`src/rtl/fetch_pkg.sv`:
```
// Shared types for the instruction fetch stage: NOP encoding, request FSM states,
// and the {pc, instr} bundle carried from the cache to the core.
package fetch_pkg;
    localparam logic [31:0] NOP_INSTR = 32'h0000_0013;

    typedef enum logic [1:0] {IDLE, WAIT, DROP} fsm_state_e;

    typedef struct packed {
        logic [31:0] pc;
        logic [31:0] instr;
    } fetch_bundle_t;
endpackage

```
`src/rtl/instr_fifo.sv`:
```
// Small synchronous FIFO of fetch bundles with push/pop/clear; clear beats push.
module instr_fifo
    import fetch_pkg::*;
#(
    parameter int DEPTH = 4
) (
    input  logic                     clk,
    input  logic                     rst,
    input  logic                     push_i,
    input  logic                     pop_i,
    input  logic                     clr_i,
    input  fetch_bundle_t            din_i,
    output fetch_bundle_t            head_o,
    output logic [$clog2(DEPTH):0]   count_o,
    output logic                     full_o,
    output logic                     empty_o
);
    localparam int AW = $clog2(DEPTH);

    fetch_bundle_t      mem_q [DEPTH];
    logic [AW-1:0]      wr_q, rd_q;
    logic [AW:0]        cnt_q;
    logic               push_ok, pop_ok;

    assign full_o  = (cnt_q == (AW+1)'(DEPTH));
    assign empty_o = (cnt_q == '0);
    assign count_o = cnt_q;
    assign head_o  = mem_q[rd_q];

    // A push into a full FIFO is only legal when a pop frees the slot the same cycle.
    assign push_ok = push_i && (!full_o || pop_i);
    assign pop_ok  = pop_i && !empty_o;

    always_ff @(posedge clk or posedge rst) begin
        if (rst) begin
            wr_q  <= '0;
            rd_q  <= '0;
            cnt_q <= '0;
        end else if (clr_i) begin
            wr_q  <= '0;
            rd_q  <= '0;
            cnt_q <= '0;
        end else begin
            if (push_ok) wr_q <= wr_q + 1'b1;
            if (pop_ok)  rd_q <= rd_q + 1'b1;
            cnt_q <= cnt_q + (AW+1)'(push_ok) - (AW+1)'(pop_ok);
        end
    end

    always_ff @(posedge clk) begin
        if (push_ok && !clr_i) mem_q[wr_q] <= din_i;
    end
endmodule

```
`src/rtl/fetch_unit.sv`:
```
// Instruction fetch stage: one outstanding icache request, bundle FIFO, NOP bubbles.
// Define FETCH_BYPASS_EN to forward a response straight to the core when the FIFO is empty.
module fetch_unit
    import fetch_pkg::*;
#(
    parameter logic [31:0] RESET_PC   = 32'h0000_0000,
    parameter int          FIFO_DEPTH = 4
) (
    input  logic        clk,
    input  logic        rst,
    input  logic        stop,
    input  logic        j_accept,
    input  logic [31:0] j_addr,
    output logic        icache_req,
    output logic [31:0] icache_addr,
    input  logic        icache_valid,
    input  logic [31:0] icache_data,
    output logic [63:0] fetch_instr_pc,
    output logic        fetch_valid
);
    localparam int CW = $clog2(FIFO_DEPTH) + 1;

    fsm_state_e     state_q, state_d;
    logic [31:0]    fpc_q, fpc_d, opc_q, opc_d;
    logic           push, pop, clr, full, empty, byp;
    logic [CW-1:0]  count, count_nxt;
    fetch_bundle_t  head, din;

    assign din         = '{pc: fpc_q, instr: icache_data};
    assign icache_addr = {fpc_q[31:2], 2'b00};

`ifdef FETCH_BYPASS_EN
    assign byp = (state_q == WAIT) && icache_valid && empty && !j_accept;
`else
    assign byp = 1'b0;
`endif

    assign count_nxt = count + CW'(push) - CW'(pop);

    always_comb begin
        state_d        = state_q;
        fpc_d          = fpc_q;
        opc_d          = opc_q;
        push           = 1'b0;
        pop            = 1'b0;
        clr            = 1'b0;
        fetch_valid    = !empty || byp;
        fetch_instr_pc = !empty ? head : (byp ? {fpc_q, icache_data} : {opc_q, NOP_INSTR});

        if (j_accept) begin
            clr   = 1'b1;
            fpc_d = {j_addr[31:2], 2'b00};
            opc_d = {j_addr[31:2], 2'b00};
            // A response landing with the redirect is simply discarded; otherwise wait it out.
            state_d = (state_q != IDLE && !icache_valid) ? DROP : IDLE;
        end else begin
            pop = !empty && !stop;
            if (fetch_valid && !stop) opc_d = fetch_instr_pc[63:32] + 32'd4;
            case (state_q)
                IDLE: if (!full) state_d = WAIT;
                WAIT: if (icache_valid) begin
                    push    = !(byp && !stop);
                    fpc_d   = fpc_q + 32'd4;
                    state_d = (count_nxt < CW'(FIFO_DEPTH)) ? WAIT : IDLE;
                end
                DROP: if (icache_valid) state_d = IDLE;
                default: state_d = IDLE;
            endcase
        end

        // The IDLE->WAIT cycle already presents the request, so it is seen one edge earlier.
        icache_req = !rst && ((state_q == WAIT) || (state_q == IDLE && !full && !j_accept));
    end

    always_ff @(posedge clk or posedge rst) begin
        if (rst) begin
            state_q <= IDLE;
            fpc_q   <= RESET_PC;
            opc_q   <= RESET_PC;
        end else begin
            state_q <= state_d;
            fpc_q   <= fpc_d;
            opc_q   <= opc_d;
        end
    end

    instr_fifo #(.DEPTH(FIFO_DEPTH)) u_fifo (
        .clk     (clk),
        .rst     (rst),
        .push_i  (push),
        .pop_i   (pop),
        .clr_i   (clr),
        .din_i   (din),
        .head_o  (head),
        .count_o (count),
        .full_o  (full),
        .empty_o (empty)
    );
endmodule

```
`config.mk`:
```
export PLATFORM = sky130hd
export DESIGN_NAME = fetch_unit
export DESIGN_NICKNAME = d
export VERILOG_FILES = /design/src/rtl/fetch_pkg.sv /design/src/rtl/instr_fifo.sv /design/src/rtl/fetch_unit.sv
export SDC_FILE = /design/constraint.sdc
export NUM_CORES = 1
export LEC_CHECK = 0
export ABC_AREA = 1
export BUFFER_PORTS_ARGS = -buffer_cell sky130_fd_sc_hd__buf_2
export CAP_MARGIN = 0
export CORE_ASPECT_RATIO = 0.6
export CORE_MARGIN = 8
export CORE_UTILIZATION = 45
export DETAILED_ROUTE_END_ITERATION = 16
export HOLD_SLACK_MARGIN = 0.05
export PLACE_DENSITY = 0.66
export SYNTH_ARGS = -nofsm -noshare
export SYNTH_HDL_FRONTEND = slang
export SYNTH_HIERARCHICAL = 1
export SYNTH_SLANG_ARGS = --single-unit
```
`constraint.sdc`:
```
create_clock -name clk -period 5.37 [get_ports clk]
set_input_delay 1.074 -clock clk [delete_from_list [all_inputs] [get_ports clk]]
set_output_delay 1.074 -clock clk [all_outputs]
set_load 0.01 [all_outputs]
```
==> flow_summary.html <==
<table>
<tr><th>Metric</th><th>Value</th></tr>
<tr><th colspan="2">Cells and area</th></tr>
<tr><td>Leading cell type in the layout, fill and taps excluded</td><td>sky130_fd_sc_hd__nand2_1</td></tr>
<tr><td>Number of nets in the layout</td><td>1870</td></tr>
<tr><td>Highest-count cells in the layout ignoring fill and taps</td><td>sky130_fd_sc_hd__nand2_1 (351), sky130_fd_sc_hd__nor2_1 (257), sky130_fd_sc_hd__edfxtp_1 (256), sky130_fd_sc_hd__buf_2 (162), sky130_fd_sc_hd__inv_1 (159)</td></tr>
<tr><td>Share of final-layout standard cells stronger than drive strength 1</td><td>0.1647</td></tr>
<tr><td>Number of cells in the finished layout apart from fillers</td><td>2283</td></tr>
<tr><td>Number of fillers in the final layout</td><td>3201</td></tr>
<tr><td>Synth-to-layout area growth</td><td>14.37%</td></tr>
<tr><th colspan="2">Floorplan</th></tr>
<tr><td>DIE AREA</td><td>0.04121 mm^2</td></tr>
<tr><td>Top Ports</td><td>167</td></tr>
<tr><td>Die span in y</td><td>160.5 um</td></tr>
<tr><td>Horizontal die dimension</td><td>256.8 um</td></tr>
<tr><td>Placement row count</td><td>53</td></tr>
<tr><td>Initial standard-cell utilization of the core</td><td>0.4523</td></tr>
<tr><td>Area of the core</td><td>0.03462 mm^2</td></tr>
<tr><th colspan="2">Worst hold path</th></tr>
<tr><td>Worst min-delay path class</td><td>in -&gt; async</td></tr>
<tr><th colspan="2">Worst setup path</th></tr>
<tr><td>Critical path peak fanout</td><td>86</td></tr>
<tr><td>Launch point of the worst path</td><td>u_fifo/rd_q[0]</td></tr>
<tr><td>Worst reg-to-reg setup slack</td><td>1.18 ns</td></tr>
<tr><td>Count of buffer and inverter cells on the critical path</td><td>4</td></tr>
<tr><td>Data required time of the worst path</td><td>4.30 ns</td></tr>
<tr><td>Worst setup EP type</td><td>output pin</td></tr>
<tr><td>Crit path launch type</td><td>flip-flop</td></tr>
<tr><td>Critical-path top delay cell</td><td>sky130_fd_sc_hd__inv_4</td></tr>
<tr><td>Worst r2r path cells</td><td>15</td></tr>
<tr><td>Worst path cell trace</td><td>inv_4 -&gt; buf_4 -&gt; o21ai_0 -&gt; o22ai_1 -&gt; inv_1 -&gt; nor2_1 -&gt; buf_2</td></tr>
<tr><td>Critical path class</td><td>reg -&gt; out</td></tr>
<tr><td>Largest incremental delay on the critical path</td><td>0.80 ns</td></tr>
<tr><td>Reg-to-reg critical path startpoint</td><td>u_fifo/rd_q[0]</td></tr>
<tr><td>Crit Reg-Reg Endpoint</td><td>opc_q[28]</td></tr>
<tr><td>Arrival time at the worst endpoint</td><td>3.28 ns</td></tr>
<tr><td>CP top delay family</td><td>buffers and inverters</td></tr>
<tr><th colspan="2">CTS</th></tr>
<tr><td>PostCTS Resize Cnt</td><td>0</td></tr>
<tr><td>Max H-tree Level</td><td>1</td></tr>
<tr><td>Clock Sink Count</td><td>327</td></tr>
<tr><td>Insertion delay of the later-clocked pin in the worst-skew pair</td><td>0.57 ns</td></tr>
<tr><td>Number of post-CTS setup repair buffers</td><td>0</td></tr>
<tr><td>Root buffer selected by CTS</td><td>sky130_fd_sc_hd__clkbuf_16</td></tr>
<tr><td>Num CTS Buffers</td><td>31</td></tr>
<tr><td>Clk pin slew, worst setup/hold paths</td><td>0.07 ns</td></tr>
<tr><td>Cts hold-fix bufs</td><td>0</td></tr>
<tr><td>TritonCTS clock tree</td><td>done</td></tr>
<tr><td>Maximum clock path buffer count</td><td>3</td></tr>
<tr><th colspan="2">STA</th></tr>
<tr><td>Fraction of the cycle the final worst path needs</td><td>0.8101</td></tr>
<tr><td>Clock Skew</td><td>0.01547 ns</td></tr>
<tr><td>Worst slack on hold paths</td><td>0.4799 ns</td></tr>
<tr><td>Fmax achieved</td><td>229.9 MHz</td></tr>
<tr><td>Setup-failing EPs final</td><td>0</td></tr>
<tr><td>Remaining max-slew budget at the tightest pin</td><td>0.3195</td></tr>
<tr><td>Clock period minus final worst setup slack</td><td>4.350 ns</td></tr>
<tr><td>Slew Viols, Final</td><td>0</td></tr>
<tr><td>RSZ-0062 raised after global routing</td><td>false</td></tr>
<tr><td>Final hold vios</td><td>0</td></tr>
<tr><td>Worst-Margin Slew</td><td>1.020 ns</td></tr>
<tr><td>Fin Setup TNS</td><td>0 ns</td></tr>
<tr><th colspan="2">Drt</th></tr>
<tr><td>Detailed-route via count</td><td>12110</td></tr>
<tr><td>Total iterations of the first detailed-routing run</td><td>5</td></tr>
<tr><td>Number of DRC markers in iteration 0</td><td>1129</td></tr>
<tr><td>Vias per cell</td><td>5.306</td></tr>
<tr><td>Post-detailed-route DRC marker count</td><td>0</td></tr>
<tr><td>Number of routed nets with antenna violations</td><td>0</td></tr>
<tr><td>Average wire per standard cell</td><td>19.71 um</td></tr>
<tr><td>Final WL</td><td>45010 um</td></tr>
<tr><th colspan="2">Place</th></tr>
<tr><td>Number of port buffers</td><td>162</td></tr>
<tr><td>Inst Count DP</td><td>2224</td></tr>
<tr><td>Final weighted congestion in routability-driven placement</td><td>0.9892</td></tr>
<tr><td>HPWL reported at the end of detailed placement</td><td>31150 um</td></tr>
<tr><th colspan="2">Global route</th></tr>
<tr><td>Overall global routing resource usage</td><td>0.2133</td></tr>
<tr><td>Initial antenna violation count</td><td>3</td></tr>
<tr><td>Grt ovf</td><td>0</td></tr>
<tr><td>Largest net degree at the start of global routing</td><td>87</td></tr>
<tr><td>Wire length of the first global-routing pass</td><td>69210 um</td></tr>
<tr><td>Vias in the first global route</td><td>11390</td></tr>
<tr><th colspan="2">Run status</th></tr>
<tr><td>Outcome</td><td>finished clean</td></tr>
<tr><th colspan="2">Logic synthesis</th></tr>
<tr><td>Mapped cell area</td><td>0.01566 mm^2</td></tr>
<tr><td>Cell accounting for the most synthesized area</td><td>sky130_fd_sc_hd__edfxtp_1</td></tr>
<tr><td>Share of synthesized area occupied by flip-flops and latches</td><td>0.6045</td></tr>
<tr><td>Average size of a mapped cell</td><td>9.575 um^2</td></tr>
<tr><td>Number of library cell types mapped by synthesis</td><td>41</td></tr>
<tr><td>Main area contributors after synthesis</td><td>sky130_fd_sc_hd__edfxtp_1 (49%), sky130_fd_sc_hd__dfrtp_1 (11%), sky130_fd_sc_hd__nand2_1 (8.4%)</td></tr>
<tr><td>Instance count of the mapped netlist</td><td>1635</td></tr>
<tr><td>Share of the synthesized area in the top cell type</td><td>0.4910</td></tr>
<tr><td>Number of flip-flops and latches in the synthesized netlist</td><td>327</td></tr>
<tr><td>Yosys warning total</td><td>6</td></tr>
<tr><th colspan="2">Pwr</th></tr>
<tr><td>VDD IR-drop max</td><td>0.0002711 V</td></tr>
<tr><td>Leakage power summed over all cells</td><td>7.393 nW</td></tr>
<tr><td>Power per unit of standard cell area</td><td>341.6 mW/mm^2</td></tr>
<tr><th colspan="2">Flow run</th></tr>
<tr><td>MaxCap Viol Count</td><td>0</td></tr>
</table>
[area by class of cell]
class	instances	area (um^2)	share of cell area
Timing Repair Buffer	185	1008	0.05632
Clock inverter	13	156.4	0.008735
Antenna cell	1	2.502	0.0001398
Inverter	168	634.4	0.03543
Clock buffer	45	888.4	0.04962
Multi-Input combinational cell	1077	5161	0.2883
Sequential cell	327	9469	0.5289
Tap cell	467	584.3	0.03263
[Yosys cell counts, drive strengths merged]
| master | instances |
|---|---|
| nand4 | 12 |
| or2 | 3 |
| conb | 1 |
| nor3 | 23 |
| xnor2 | 5 |
| dfrtp | 71 |
| xor2 | 19 |
| a31oi | 5 |
| nand2 | 369 |
| fa | 1 |
| ha | 10 |
| o21ai | 175 |
| o221ai | 8 |
| nor4 | 1 |
| nand3b | 3 |
| a22oi | 1 |
| o211ai | 16 |
| a21oi | 20 |
| buf | 46 |
| inv | 167 |
| and2 | 1 |
| clkinv | 1 |
| nor2 | 274 |
| clkbuf | 26 |
| a22o | 1 |
| nand3 | 51 |
| o22ai | 64 |
| o21a | 2 |
| o21bai | 3 |
| edfxtp | 256 |
[routing by layer]
layer  vias to the layer above  wire [um]  GRT usage
li1                       5806          -          -
met1                      5821      21170     0.3191
met2                       423      19300     0.3086
met3                        61       3564    0.05218
met4                         2        963    0.04947
met5                         -         10          0
[report_power, final]
part / leakage (nW) / internal, mW / switching [mW] / total (mW)
logic: 3.70 / 0.280 / 0.621 / 0.901
clock network: 0.512 / 1.30 / 0.957 / 2.25
registers: 3.18 / 2.84 / 0.121 / 2.96
total: 7.39 / 4.42 / 1.70 / 6.12
[cell families after synthesis]
family                     synth area share
other                             0.0002395
DFF                                  0.6045
xor gates and xnor gates            0.01343
AOI/OAI and AO/OA                    0.1091
and+or+nand+nor                      0.1936
buffers and inverters               0.06985
adders and majority gates          0.009271
[worst max path at each step]
| stage | endpoint | slack (ns) | cells after the start |
|---|---|---|---|
| 2_1_floorplan | u_fifo/mem_q[0][0] | 0.19 | 9 |
| 3_3_place_gp | opc_q[28] | 1.39 | 15 |
| 3_5_place_dp | opc_q[28] | 1.31 | 15 |
| 4_1_cts | fetch_instr_pc[8] | 0.99 | 7 |
| 5_1_grt | fetch_instr_pc[17] | 0.77 | 7 |
| 6_report | fetch_instr_pc[8] | 1.02 | 7 |
[registers in the layout (all words and copies together) (netlist names)]
name / count
fpc_q: 30
opc_q: 32
u_fifo/rd_q: 2
u_fifo/wr_q: 2
state_q: 2
u_fifo/count_o: 3
u_fifo/mem_q: 256
[stage by stage]
step / setup WS, ns / util / power [mW] / cell area (um^2)
after CTS: 0.9874 / 0.5172 / 6.150 / 17900
after global routing: 0.7690 / 0.5172 / 6.372 / 17900
after floorplan: 0.1878 / - / 3.542 / 15690
after global placement: 1.392 / 0.4870 / 3.892 / 16860
final: 1.020 / 0.5172 / 6.116 / 17900
after detailed placement: 1.315 / 0.4870 / 3.904 / 16860
(Power assumes the default switching activity.)
